**config.mk**
```make
export PLATFORM = sky130hd
export DESIGN_NAME = sc_run_control
export DESIGN_NICKNAME = d
export VERILOG_FILES = /design/src/rtl/sc_runctl_pkg.sv /design/src/rtl/sc_key_debounce.sv /design/src/rtl/sc_run_control.sv
export SDC_FILE = /design/constraint.sdc
export NUM_CORES = 1
export LEC_CHECK = 0
export CORE_AREA = 4 4 136 138
export CTS_BUF_LIST = sky130_fd_sc_hd__clkbuf_8
export DETAILED_ROUTE_END_ITERATION = 10
export DIE_AREA = 0 0 140 142
export GPL_TIMING_DRIVEN = 0
export PLACE_DENSITY = 0.48
export SETUP_SLACK_MARGIN = 0.3
export SLEW_MARGIN = 5
export SYNTH_ARGS = -nofsm -noshare
export SYNTH_HDL_FRONTEND = slang
export SYNTH_HIERARCHICAL = 1
export SYNTH_SLANG_ARGS = --single-unit
```
**constraint.sdc**
```tcl
create_clock -name clock -period 5.2 [get_ports clock]
set_input_delay 1.04 -clock clock [delete_from_list [all_inputs] [get_ports clock]]
set_output_delay 1.04 -clock clock [all_outputs]
set_load 0.02 [all_outputs]
```
**src/rtl/sc_runctl_pkg.sv**
```systemverilog
// Shared state type and constants for the run-control sequencer.
package sc_runctl_pkg;

  typedef enum logic [1:0] {
    ST_HALT  = 2'd0,
    ST_RUN   = 2'd1,
    ST_STEP  = 2'd2,
    ST_BREAK = 2'd3
  } run_state_t;

  localparam int COUNT_W  = 32;
  localparam int NUM_KEYS = 3;

  // Bit positions of the three keys in the conditioned key vectors.
  localparam int KEY_RUN  = 0;
  localparam int KEY_STEP = 1;
  localparam int KEY_HALT = 2;

endpackage

```
**src/rtl/sc_key_debounce.sv**
```systemverilog
// Key conditioner: 2-FF synchronizer, stable-level debouncer and a one-cycle
// press pulse on each accepted high-to-low transition of an active-low key.
module sc_key_debounce #(
  parameter int DEBOUNCE_CYCLES = 500000
) (
  input  logic clock,
  input  logic reset,
  input  logic key,
  output logic press
);

  localparam int CNT_W = (DEBOUNCE_CYCLES > 1) ? $clog2(DEBOUNCE_CYCLES) : 1;

  logic             sync1_reg, sync2_reg;
  logic             level_reg, level_next;
  logic             press_reg;
  logic [CNT_W-1:0] cnt_reg, cnt_next;

  // The counter only runs while the sample disagrees with the accepted level.
  always_comb begin
    level_next = level_reg;
    cnt_next   = '0;
    if (sync2_reg != level_reg) begin
      if (cnt_reg == CNT_W'(DEBOUNCE_CYCLES - 1)) begin
        level_next = sync2_reg;
      end else begin
        cnt_next = cnt_reg + CNT_W'(1);
      end
    end
  end

  always_ff @(posedge clock or posedge reset) begin
    if (reset) begin
      sync1_reg <= 1'b1;
      sync2_reg <= 1'b1;
      level_reg <= 1'b1;
      cnt_reg   <= '0;
      press_reg <= 1'b0;
    end else begin
      sync1_reg <= key;
      sync2_reg <= sync1_reg;
      level_reg <= level_next;
      cnt_reg   <= cnt_next;
      press_reg <= level_reg & ~level_next;
    end
  end

  assign press = press_reg;

endmodule

```
**src/rtl/sc_run_control.sv**
```systemverilog
// Run/halt/step sequencer producing the CPU clock enable and retired count.
// Optional PC breakpoint (BREAK state, skip_bp) enabled by SC_RUNCTL_BREAKPOINT_EN.
module sc_run_control
  import sc_runctl_pkg::*;
#(
  parameter int DEBOUNCE_CYCLES = 500000,
  parameter int START_RUN       = 0
) (
  input  logic               clock,
  input  logic               reset,
  input  logic               key_run,
  input  logic               key_step,
  input  logic               key_halt,
  input  logic               bp_enable,
  input  logic [31:0]        bp_addr,
  input  logic [31:0]        pc,
  output logic               cpu_en,
  output logic               halted,
  output logic [1:0]         state,
  output logic [COUNT_W-1:0] inst_count
);

  localparam run_state_t RESET_STATE = (START_RUN != 0) ? ST_RUN : ST_HALT;

  logic [NUM_KEYS-1:0] key_raw;
  logic [NUM_KEYS-1:0] key_press;
  run_state_t          state_reg, state_next;
  logic [COUNT_W-1:0]  inst_count_reg, inst_count_next;
  logic                bp_hit;

  assign key_raw = {key_halt, key_step, key_run};

  genvar gi;
  generate
    for (gi = 0; gi < NUM_KEYS; gi++) begin : g_key
      sc_key_debounce #(
        .DEBOUNCE_CYCLES(DEBOUNCE_CYCLES)
      ) u_debounce (
        .clock(clock),
        .reset(reset),
        .key  (key_raw[gi]),
        .press(key_press[gi])
      );
    end
  endgenerate

`ifdef SC_RUNCTL_BREAKPOINT_EN
  logic skip_bp_reg, skip_bp_next;

  // Compared against the current pc so the breakpoint instruction never executes.
  assign bp_hit = bp_enable & (pc == bp_addr) & ~skip_bp_reg;
`else
  logic unused_bp;

  assign unused_bp = ^{bp_enable, bp_addr, pc};
  assign bp_hit    = 1'b0;
`endif

  assign cpu_en = ((state_reg == ST_RUN) & ~bp_hit) | (state_reg == ST_STEP);
  assign halted = (state_reg == ST_HALT) | (state_reg == ST_BREAK);
  assign state  = state_reg;

  // Pulse priority is halt > step > run in every state that listens to keys.
  always_comb begin
    state_next = state_reg;
    case (state_reg)
      ST_HALT: begin
        if (!key_press[KEY_HALT]) begin
          if (key_press[KEY_STEP])     state_next = ST_STEP;
          else if (key_press[KEY_RUN]) state_next = ST_RUN;
        end
      end
      ST_RUN: begin
        if (key_press[KEY_HALT]) state_next = ST_HALT;
        else if (bp_hit)         state_next = ST_BREAK;
      end
      ST_STEP: state_next = ST_HALT;
      ST_BREAK: begin
        if (key_press[KEY_HALT])      state_next = ST_HALT;
        else if (key_press[KEY_STEP]) state_next = ST_STEP;
        else if (key_press[KEY_RUN])  state_next = ST_RUN;
      end
      default: state_next = ST_HALT;
    endcase
  end

  always_comb begin
    inst_count_next = inst_count_reg;
    if (cpu_en) inst_count_next = inst_count_reg + COUNT_W'(1);
  end

  always_ff @(posedge clock or posedge reset) begin
    if (reset) begin
      state_reg      <= RESET_STATE;
      inst_count_reg <= '0;
    end else begin
      state_reg      <= state_next;
      inst_count_reg <= inst_count_next;
    end
  end

  assign inst_count = inst_count_reg;

`ifdef SC_RUNCTL_BREAKPOINT_EN
  // Resume from BREAK ignores the breakpoint until one instruction has retired.
  always_comb begin
    skip_bp_next = skip_bp_reg;
    if ((state_reg == ST_RUN) && cpu_en)                   skip_bp_next = 1'b0;
    if ((state_reg == ST_BREAK) && (state_next == ST_RUN)) skip_bp_next = 1'b1;
    if (state_next == ST_HALT)                             skip_bp_next = 1'b0;
  end

  always_ff @(posedge clock or posedge reset) begin
    if (reset) skip_bp_reg <= 1'b0;
    else       skip_bp_reg <= skip_bp_next;
  end
`endif

endmodule

```
# Word level (Yosys, flattened, before mapping)
# Index checks and enable logic that the tools add are counted.
# word_totals
reg_bits	103
in_bits	70
out_inout_bits	36
word_cells	60
# op_classes
addsub	4
eq_ne	11
n_mux	18
n_bitwise	8
reduce_logical	2
# op_table
cell	count
two-way mux 19 bit	6
adder 19 x 1 -> 19 bit, second input constant	3
== test 19 bit, second input constant	3
adder 32 x 1 -> 32 bit, second input constant	1
two-way mux 2 bit	5
case mux 2 bit (4 select lines)	1
two-way mux 1 bit	6
== test 2 bit, second input constant	2
bitwise AND 1 bit	3
inequality test 1 bit	3
NOT 1 bit	3
== test 2 x 1 -> 1 bit, second input constant	1
logical NOT 2 bit	1
inequality test 2 x 1 -> 1 bit, second input constant	1
inequality test 2 bit, second input constant	1
OR 1 bit	2
AND reduction 2 bit	1

# Depth between registers and ports, before layout
# Gate-level depths: netlist of run 1.
# logic_depth
word_depth	5
ltp_mapped	8
ltp_nobuf	6

# By module
# Netlist of run 1, hierarchy kept.
# modules_own_cells
module	instances	cells_per_inst	area_each_um2	seq_area_each_um2
sc_key_debounce	3	108	1158.6	579.3
sc_run_control	1	150	1630.3	850.8

# Worst setup path before layout of run 1
# No wires, ideal clock.
# synth_path
path_type	flip-flop to output port
start	register state_reg[0] (netlist: state[0])
end	output port halted
arrival_ns	1.324
required_time_ns	4.160
path_slack_ns	2.836
stages_incl_launch_ff	5
path_buffers	1
path_cell_list	dfrtp_1 -> inv_1 -> ha_1 -> buf_2 -> inv_1
# synth_via
elab_chain_len	2
word_cells_on_any_way	3
classes_between	eq/ne: 1; bitwise: 1; reduce/logical: 1
# synth_rtl
item	line_no	text
from (decl)	sc_run_control.sv:27	run_state_t state_reg, state_next;
from (signal assigned)	sc_run_control.sv:97	state_reg <= state_next;
== test 2 bit / logical NOT 2 bit (equally long branches)	sc_run_control.sv:60	assign halted = (state_reg == ST_HALT) | (state_reg == ST_BREAK);
OR 1 bit (*)	sc_run_control.sv:60	
to (decl)	sc_run_control.sv:18	output logic halted,
# Mark *: on every way between the ends. The rest lies on a longest branch, timed or not.

# Worst setup path after layout of run 1
# Same ends and word-level chain as after synthesis.

==> impl_metrics.tcl, run 1 <==
set metrics [dict create \
    status "finished clean" \
    vias_per_cell 4.74 \
    start_util_pct 29.7 \
    cts_setup_buffers 0 \
    finalWirelength_um 10200 \
    peakVddDrop_mv 0.119 \
    worst_slew_pin_slew_ps 962 \
    gp_congestion 0.762 \
    core_um2 17200 \
    tns_ps 0 \
    p_per_area_nw_per_um2 222 \
    die_width_um 140 \
    end_kind "output pin" \
    yosys-top-cells-area "dfrtp_1 (46%), xnor2_1 (9.4%), nor2_1 (5.0%), dfstp_2 (4.6%), nand3_1 (3.5%)" \
    critPathLaunchType "flop" \
    worstReg2RegStart "state[0]" \
    p_comb_share_pct 3.2 \
    diodes 0 \
    yosysWarnings 6 \
    hp-class "reg -> reg" \
    switchingPower_mw 0.307 \
    multi_input_area_um2 2390 \
    cp_max_fo 10 \
    largest_reg_flops 57 \
    finalMaxSlewViolations 0 \
    use_met1_pct 14.5 \
    grt_max_degree 35 \
    r2r_slack_ps 2910 \
    grt_pass1_wl_um 17800 \
    ys_seq_area_share_pct 50.7 \
    synth_fp_nets 552 \
    layout.area.seq_um2 2590 \
    fin_util_pct 34.7 \
    seqPwrFrac_pct 61.7 \
    cts_tree "yes" \
    dr.pass1.iters 4 \
    vias 3575 \
    die_y_um 142 \
    rsz0062_at_grt "no" \
    hold_viol_final 0 \
    root_buffer "clkbuf_8" \
    maxClockFrequency_ghz 0.318 \
    synth_async_sr_flop_share_pct 100 \
    initialDrtViolationCount 236 \
    worstHoldStart "g_key[0].u_debounce/sync1_reg" \
    layout.nets 603 \
    areaGrowthSynthToFinish_pct 16.9 \
    grt_util_met2_pct 17.5 \
    synth_edf_count 0 \
    htree_levels 3 \
    ctsLongestPathBuffers 2 \
    maxSlewHeadroom_pct 35.3 \
    use_met3_pct 1.92 \
    worst-setup-path-type "reg -> out" \
    synth.most_common_cell "dfrtp_1" \
    globalRoute.busiestLayer "met2" \
    synth_top_area_share_pct 46.1 \
    synth_top_cell_by_area "dfrtp_1" \
    final_antenna_net_count 0 \
    setup_viol 0 \
    avgSynthCellArea_um2 10.8 \
    wl_per_cell_um 13.6 \
    syn_inst 474 \
    syn-cell-area_um2 5110 \
    p_sw_share_pct 23.1 \
    timing.final.crit_period_ps 3140 \
    clock-sinks 103 \
    p_leak_nw 2.40 \
    grt_usage_pct 10.9 \
    path_clk_slew_ps 100 \
    finalCritPeriodShare_pct 60.4 \
    ios 106 \
    cap_violations 0 \
    overflow 0 \
    die-area_um2 19900 \
    grt_pass1_vias 3645 \
    layout-drive-gt1-share_pct 12.1 \
    power.share.clock_pct 35.1 \
    antenna_found_initial 0 \
    num_rows 48 \
    crit_start "state[0]" \
    p_int_mw 1.02 \
    cp_data_arrival_time_ps 2100 \
    numPortBuffers 40 \
    cts_buffers 9 \
    synth_seq_cells 103 \
    yosys.cell_types.count 38 \
    synth_common_cells "dfrtp_1 (94), nor2_1 (68), xnor2_1 (55)" \
    clock_skew_ps 14.7 \
    ctsHoldBuffers 0 \
    cp.required_ps 4160 \
    drc 0 \
    clk_latency_ps 380 \
    place_hpwl_um 7380 \
    post_cts_resized 0 \
    synth_flop_cell "dfrtp_1" \
    nFillCells 1793 \
]
[metal layers]
layer,part of all wire [%],vias up
met5,0,-
met4,1.9,0
met2,46,55
met1,48,1745
met3,3.6,11
li1,-,1764
[per-stage QoR]
step | worst slack [ps] | instances | hold slack, ps | area (µm²) | power, mW
after floorplan | 2840 | 474 | 345 | 5110 | 0.864
after global placement | 2390 | 739 | 347 | 5790 | 0.879
after detailed placement | 2450 | 739 | 348 | 5790 | 0.879
after CTS | 2010 | 755 | 362 | 5970 | 1.36
after global routing | 1940 | 755 | 368 | 5970 | 1.40
final | 2060 | 755 | 360 | 5970 | 1.33
[layout by cell type (no fill, tap or decap), drive strengths merged, types with 2 or more instances in the layout]
| master | Yosys | layout |
|---|---|---|
| a21oi | 14 | 14 |
| and3 | 9 | 9 |
| and4 | 2 | 2 |
| and4bb | 3 | 3 |
| buf | 4 | 4 |
| clkbuf | 2 | 13 |
| clkdlybuf4s50 | 0 | 40 |
| dfrtp | 94 | 94 |
| dfstp | 9 | 9 |
| ha | 8 | 8 |
| inv | 22 | 25 |
| mux2 | 4 | 4 |
| mux2i | 4 | 4 |
| nand2 | 25 | 25 |
| nand2b | 3 | 3 |
| nand3 | 36 | 36 |
| nand4 | 28 | 28 |
| nand4b | 6 | 6 |
| nor2 | 68 | 68 |
| nor3 | 12 | 12 |
| nor4 | 20 | 20 |
| nor4b | 3 | 3 |
| nor4bb | 3 | 3 |
| o21ai | 7 | 7 |
| o21bai | 3 | 3 |
| or3 | 2 | 2 |
| or4 | 7 | 7 |
| xnor2 | 55 | 55 |
| xor2 | 18 | 18 |
[cell type report]
class / count / share of cell area [%]
flip-flops and latches: 103 / 43.4
multi-input cells: 343 / 40.0
repair buffers: 40 / 6.71
well taps: 225 / 4.72
clock buffers: 11 / 2.54
inverters: 22 / 1.38
plain buffers: 6 / 0.776
clock inverters: 5 / 0.461
[path summary, 6_finish.rpt]
| kind | to | cells after the start |
|---|---|---|
| worst min register to register | g_key[0].u_debounce/sync2_reg | 0 |
| worst max-delay path | halted | 5 |
| worst min-delay path | g_key[0].u_debounce/sync2_reg | 0 |
| worst max register to register | inst_count[27] | 7 |
| max in group asynchronous | g_key[1].u_debounce/cnt_reg[14] | 2 |
| min in group asynchronous | state[0] | 2 |
[logic make-up (layout without fill, tap and decap cells)]
| logic type | after synthesis | after routing | synth area share [%] |
|---|---|---|---|
| buffers and inverters | 28 | 84 | 2.52 |
| AND/OR/NAND/NOR | 228 | 228 | 27.1 |
| multiplexers | 8 | 8 | 1.67 |
| adder cells (fa/ha/maj) | 8 | 8 | 1.96 |
| AO/OA/AOI/OAI | 26 | 26 | 3.50 |
| flip-flops | 103 | 103 | 50.7 |
| XOR/XNOR | 73 | 73 | 12.5 |
[power groups by stage]
stage	clock, mW	sequential (mW)	combinational, mW
after CTS	0.499	0.819	0.0452
after floorplan	0	0.832	0.0313
final	0.466	0.818	0.0425
after detailed placement	0	0.834	0.0452
after global placement	0	0.834	0.0450
after global routing	0.529	0.820	0.0507
[worst max-delay path, stage by stage (launching register included)]
cell and delay [ps]:
dfrtp_1 440, inv_1 90, ha_1 330, buf_2 200
inv_1 70, clkdlybuf4s50_1 600
Power figures use the tool's default switching activity.
==> run 2: changes to the inputs <==
Settings changed: PLACE_DENSITY 0.48 to 0.5.
Clock period 5.2 ns to 2.8 ns, I/O delays scaled along.
==> run 2 against run 1 <==
Against the previous run: clock-buffer cell count shrank 2; utilization grew 0.25 points; critical path depth shrank 2; clock skew grew 0.85 ps; power grew 100%; combinational power grew 87%; sequential share of layout area shrank 0.30 points; worst setup slack lost 1600 ps; first-iteration DRC count grew 0.42%; cell count is the same; sequential cell count is the same; critical path type unchanged.
==> impl_metrics.tcl, run 2 (synthesis gave the netlist of run 1 again) <==
set metrics [dict create \
    r2r-end "inst_count[27]" \
    overflow 0 \
    critPathLaunchType "flop" \
    postPlaceCellArea_um2 5790 \
    final_antenna_net_count 0 \
    worst-setup-path-type "reg -> out" \
    clock-sinks 103 \
    grt_pass1_vias 3482 \
    cts_setup_buffers 0 \
    finalMaxSlewViolations 0 \
    p_leak_nw 2.41 \
    grt_max_degree 35 \
    die_width_um 140 \
    numPortBuffers 40 \
    cts_tree "yes" \
    path_cells "inv_1, ha_1, clkdlybuf4s50_1" \
    finalPower_mw 2.65 \
    cp_max_fo 4 \
    grt_pass1_wl_um 18000 \
    r2r_slack_ps 600 \
    slowest_stage "clkdlybuf4s50_1" \
    num_rows 48 \
    root_buffer "clkbuf_8" \
    holdPathEnd "g_key[0].u_debounce/sync2_reg" \
    p_per_area_nw_per_um2 441 \
    layout-drive-gt1-share_pct 12.8 \
    diodes 0 \
    ctsLongestPathBuffers 2 \
    layout.nets 603 \
    clk_latency_ps 390 \
    vias 3598 \
    multi_input_area_um2 2390 \
    peakVddDrop_mv 0.279 \
    path_clk_slew_ps 90 \
    status "finished clean" \
    maxClockFrequency_ghz 0.419 \
    initialDrtViolationCount 237 \
    die-area_um2 19900 \
    timing.final.crit_period_ps 2390 \
    dr.pass1.iters 6 \
    rr_worst_depth 7 \
    htree_levels 3 \
    ctsHoldBuffers 0 \
    drc 0 \
    nFillCells 1743 \
    slowest_delay_ps 620 \
    final_cell_area_um2 6010 \
    start_util_pct 29.7 \
    cp.required_ps 2240 \
    layout.area.seq_um2 2590 \
    maxSlewHeadroom_pct 40.7 \
    layout_commonest_cell "dfrtp_1" \
    worst_slew_pin_slew_ps 889 \
    tns_ps 0 \
    largest_reg_flops 57 \
    cp_data_arrival_time_ps 1830 \
    setup_viol 0 \
    hp-class "reg -> reg" \
    worstReg2RegStart "state[1]" \
    gp_congestion 0.776 \
    cts_buffers 9 \
    clock_skew_ps 15.5 \
    ios 106 \
    end_kind "output pin" \
    areaGrowthSynthToFinish_pct 17.7 \
    antenna_found_initial 0 \
    cap_violations 0 \
    hold_depth 0 \
    finalWirelength_um 10500 \
    final_cell_mix "dfrtp_1 (93), nor2_1 (68), xnor2_1 (55)" \
    wl_per_cell_um 13.9 \
    worstHoldStart "g_key[0].u_debounce/sync1_reg" \
    finalCritPeriodShare_pct 85.3 \
    grt_usage_pct 11.1 \
    core_um2 17200 \
    die_y_um 142 \
    place_hpwl_um 7540 \
    vias_per_cell 4.77 \
    hold_viol_final 0 \
    rsz0062_at_grt "no" \
]
-- run 2: cell types whose count changed in the layout (fill, tap and decap cells not counted), sizes merged --
cell and delta:
bufinv +2, clkinv +2, inv -2, buf -1, clkbuf -1, clkdlybuf4s15 +1, clkdlybuf4s50 -1
-- run 2: report_power, final --
part	internal (mW)	leakage [nW]	total, mW	switching [mW]
logic	0.0248	0.903	0.0796	0.0548
clock network	0.505	0.110	1.05	0.544
registers	1.51	1.40	1.52	0.0152
-- run 2: worst max-delay path by stage --
stage / from / endpoint / slack, ps / cells past startpoint
after global routing: state[1] / cpu_en / 310 / 3
final: state[1] / cpu_en / 410 / 3
after global placement: state[0] / inst_count[27] / 480 / 7
after detailed placement: state[0] / inst_count[14] / 500 / 8
after floorplan: state[0] / inst_count[12] / 580 / 8
after CTS: state[1] / halted / 360 / 5
-- run 2: metrics by stage --
stage / cells / utilization, % / setup WS (ps) / hold WS (ps)
6_report: 755 / 35.0 / 413 / 360
3_3_place_gp: 739 / 33.7 / 480 / 346
4_1_cts: 755 / 35.0 / 359 / 361
3_5_place_dp: 739 / 33.7 / 500 / 347
2_1_floorplan: 474 / - / 583 / 345
5_1_grt: 755 / 35.0 / 312 / 366
-- run 2: final cells by class --
type	instances	area share [%]
plain buffers	6	0.812
clock buffers	9	2.06
clock inverters	7	1.58
inverters	22	1.37
multi-input cells	343	39.7
flip-flops and latches	103	43.1
well taps	225	4.68
repair buffers	40	6.66
-- run 2: metal layers --
metal	part of all wire [%]	vias up	global-route usage, %	wire length (µm)
met2	46	62	17.3	4830
met3	3.7	12	2.49	390
met5	0	-	0	0
li1	-	1774	-	-
met4	1.8	0	4.44	185
met1	48	1750	15.2	5070
-- run 2: timing repair --
item | 4_1_cts | 5_1_grt
gates resized for setup | 2 | 2
pin swaps | 0 | 0
endpoints found under the setup margin | 1 | 2
-- run 2: worst max-delay path: cells and delay by family, from the launching register on --
kind / cells / cell delay (ps)
buf+inv: 2 / 720
fa+ha+maj: 1 / 310
flops: 1 / 420
==> run 3: changes to the inputs <==
Settings changed: PLACE_DENSITY 0.5 to 0.62.
==> run 3 against run 2 <==
Against the previous run: sequential cell count did not move; worst setup slack improved by 20 ps; critical path depth did not move; critical path type unchanged; largest power group unchanged.
==> impl_metrics.tcl, run 3 (synthesis gave the netlist of run 1 again) <==
set metrics [dict create \
    p_leak_nw 2.40 \
    setup_viol 0 \
    grt_util_met2_pct 17.8 \
    start_util_pct 29.7 \
    worst_slew_pin_slew_ps 875 \
    p_per_area_nw_per_um2 412 \
    worst-setup-path-type "reg -> out" \
    cts_setup_buffers 0 \
    clock-sinks 103 \
    rr_worst_depth 8 \
    cp-endpoint "cpu_en" \
    ios 106 \
    path_cells "inv_1, ha_1, clkdlybuf4s50_1" \
    critPathTopFamily "buffers and inverters" \
    final_antenna_net_count 0 \
    dr.pass1.iters 4 \
    status "finished clean" \
    diodes 0 \
    finalMaxSlewViolations 0 \
    rsz0062_at_grt "no" \
    critPathLaunchType "flop" \
    final_cell_mix "dfrtp_1 (94), nor2_1 (67), xnor2_1 (55)" \
    p_sw_share_pct 23.6 \
    use_met3_pct 2.92 \
    end_kind "output pin" \
    grt_pass1_wl_um 17700 \
    overflow 0 \
    die-area_um2 19900 \
    place_hpwl_um 7390 \
    grt_usage_pct 10.7 \
    finalWirelength_um 10200 \
    path_depth 3 \
    use_met1_pct 13.7 \
    grt_pass1_vias 3612 \
    crit_start "state[0]" \
    maxClockFrequency_ghz 0.422 \
    clock_skew_ps 13.6 \
    path_buf_inv 2 \
    core_um2 17200 \
    slowest_delay_ps 610 \
    cap_violations 0 \
    cp_data_arrival_time_ps 1810 \
    largest_reg_flops 57 \
    p_int_mw 1.88 \
    wl_per_cell_um 13.6 \
    numPortBuffers 40 \
    nFillCells 1732 \
    p_comb_share_pct 3.2 \
    die_y_um 142 \
    finalCritPeriodShare_pct 84.6 \
    clk_latency_ps 370 \
    globalRoute.busiestLayer "met2" \
    vias_per_cell 4.87 \
    layout.nets 603 \
    drc 0 \
    hp-class "reg -> reg" \
    initialDrtViolationCount 258 \
    post-place-ws_ps 454 \
    vias 3677 \
    hold_viol_final 0 \
    gp_congestion 0.806 \
    areaGrowthSynthToFinish_pct 16.8 \
    grt_max_degree 35 \
    cts_tree "yes" \
    htree_levels 3 \
    maxSlewHeadroom_pct 41.6 \
    worstReg2RegStart "state[0]" \
    r2r_slack_ps 620 \
    layout-drive-gt1-share_pct 12.6 \
    r2r-end "inst_count[14]" \
    antenna_found_initial 0 \
    peakVddDrop_mv 0.176 \
    power.share.clock_pct 34.8 \
    tns_ps 0 \
    root_buffer "clkbuf_8" \
    num_rows 48 \
    layout_commonest_cell "dfrtp_1" \
    cts_buffers 9 \
    ctsHoldBuffers 0 \
    die_width_um 140 \
    slowest_stage "clkdlybuf4s50_1" \
    ctsLongestPathBuffers 2 \
    path_clk_slew_ps 90 \
    switchingPower_mw 0.580 \
    timing.final.crit_period_ps 2370 \
    cp.required_ps 2240 \
    seqPwrFrac_pct 61.9 \
    cp_max_fo 5 \
    timing.final.ws_setup_ps 432 \
]
-- run 3: cell types whose count changed in the layout (fill, tap and decap cells not counted), sizes merged --
cell           previous run  this run
clkbuf                   12        13
clkinv                    3         4
inv                      23        24
clkinvlp                  1         0
bufinv                    2         0
clkdlybuf4s15             1         0
dlygate4sd2               0         1
-- run 3: final cells by class --
| cell class | count | area (µm²) | area share (%) |
|---|---|---|---|
| Sequential cell | 103 | 2590 | 43.4 |
| Inverter | 22 | 82.6 | 1.38 |
| Timing Repair Buffer | 40 | 399 | 6.69 |
| Buffer | 6 | 48.8 | 0.818 |
| Multi-Input combinational cell | 343 | 2390 | 40.1 |
| Clock buffer | 10 | 138 | 2.31 |
| Clock inverter | 6 | 36.3 | 0.608 |
| Tap cell | 225 | 282 | 4.72 |
-- run 3: stage by stage --
step	hold slack (ps)	instance area (µm²)	utilization (%)	total power, mW	std cells
floorplan	345	5110	-	1.60	474
finish	360	5970	34.7	2.46	755
detailed placement	347	5790	33.7	1.63	739
global placement	347	5790	33.7	1.63	739
CTS	361	5960	34.7	2.50	755
global route	363	5970	34.7	2.57	755
-- run 3: power groups by stage --
stage,Combinational (mW),Clock (mW),Sequential (mW)
2_1_floorplan,0.0581,0,1.55
3_5_place_dp,0.0829,0,1.55
4_1_cts,0.0835,0.900,1.52
6_report,0.0796,0.856,1.52
5_1_grt,0.0937,0.951,1.52
3_3_place_gp,0.0803,0,1.55
-- run 3: routing by layer --
metal  up-vias  wire, µm
met3        17       438
li1       1767         -
met4         0       117
met1      1823      4610
met5         -         0
met2        70      5080
-- run 3: what timing repair did --
| action | in CTS | in global routing |
|---|---|---|
| gates resized for setup | 1 | 2 |
| pin swaps | 0 | 0 |
| setup endpoints to repair | 1 | 4 |
-- run 3: worst min-delay path by stage --
stage                                        startpoint                       endpoint  slack, ps  cells after the start
after floorplan           g_key[0].u_debounce/sync1_reg  g_key[0].u_debounce/sync2_reg        350                      0
after global routing      g_key[1].u_debounce/sync1_reg  g_key[1].u_debounce/sync2_reg        360                      0
final                     g_key[1].u_debounce/sync1_reg  g_key[1].u_debounce/sync2_reg        360                      0
after CTS                 g_key[1].u_debounce/sync1_reg  g_key[1].u_debounce/sync2_reg        360                      0
after global placement    g_key[0].u_debounce/sync1_reg  g_key[0].u_debounce/sync2_reg        350                      0
after detailed placement  g_key[0].u_debounce/sync1_reg  g_key[0].u_debounce/sync2_reg        350                      0
-- run 3: worst register-to-register path: stages, from the launching register on --
cell and delay, ps:
dfrtp_1 430, inv_1 80, ha_1 320, clkbuf_4 220, nand2_1 100, or3_1 350, clkbuf_1 170, nor4_1 280
xor2_1 170
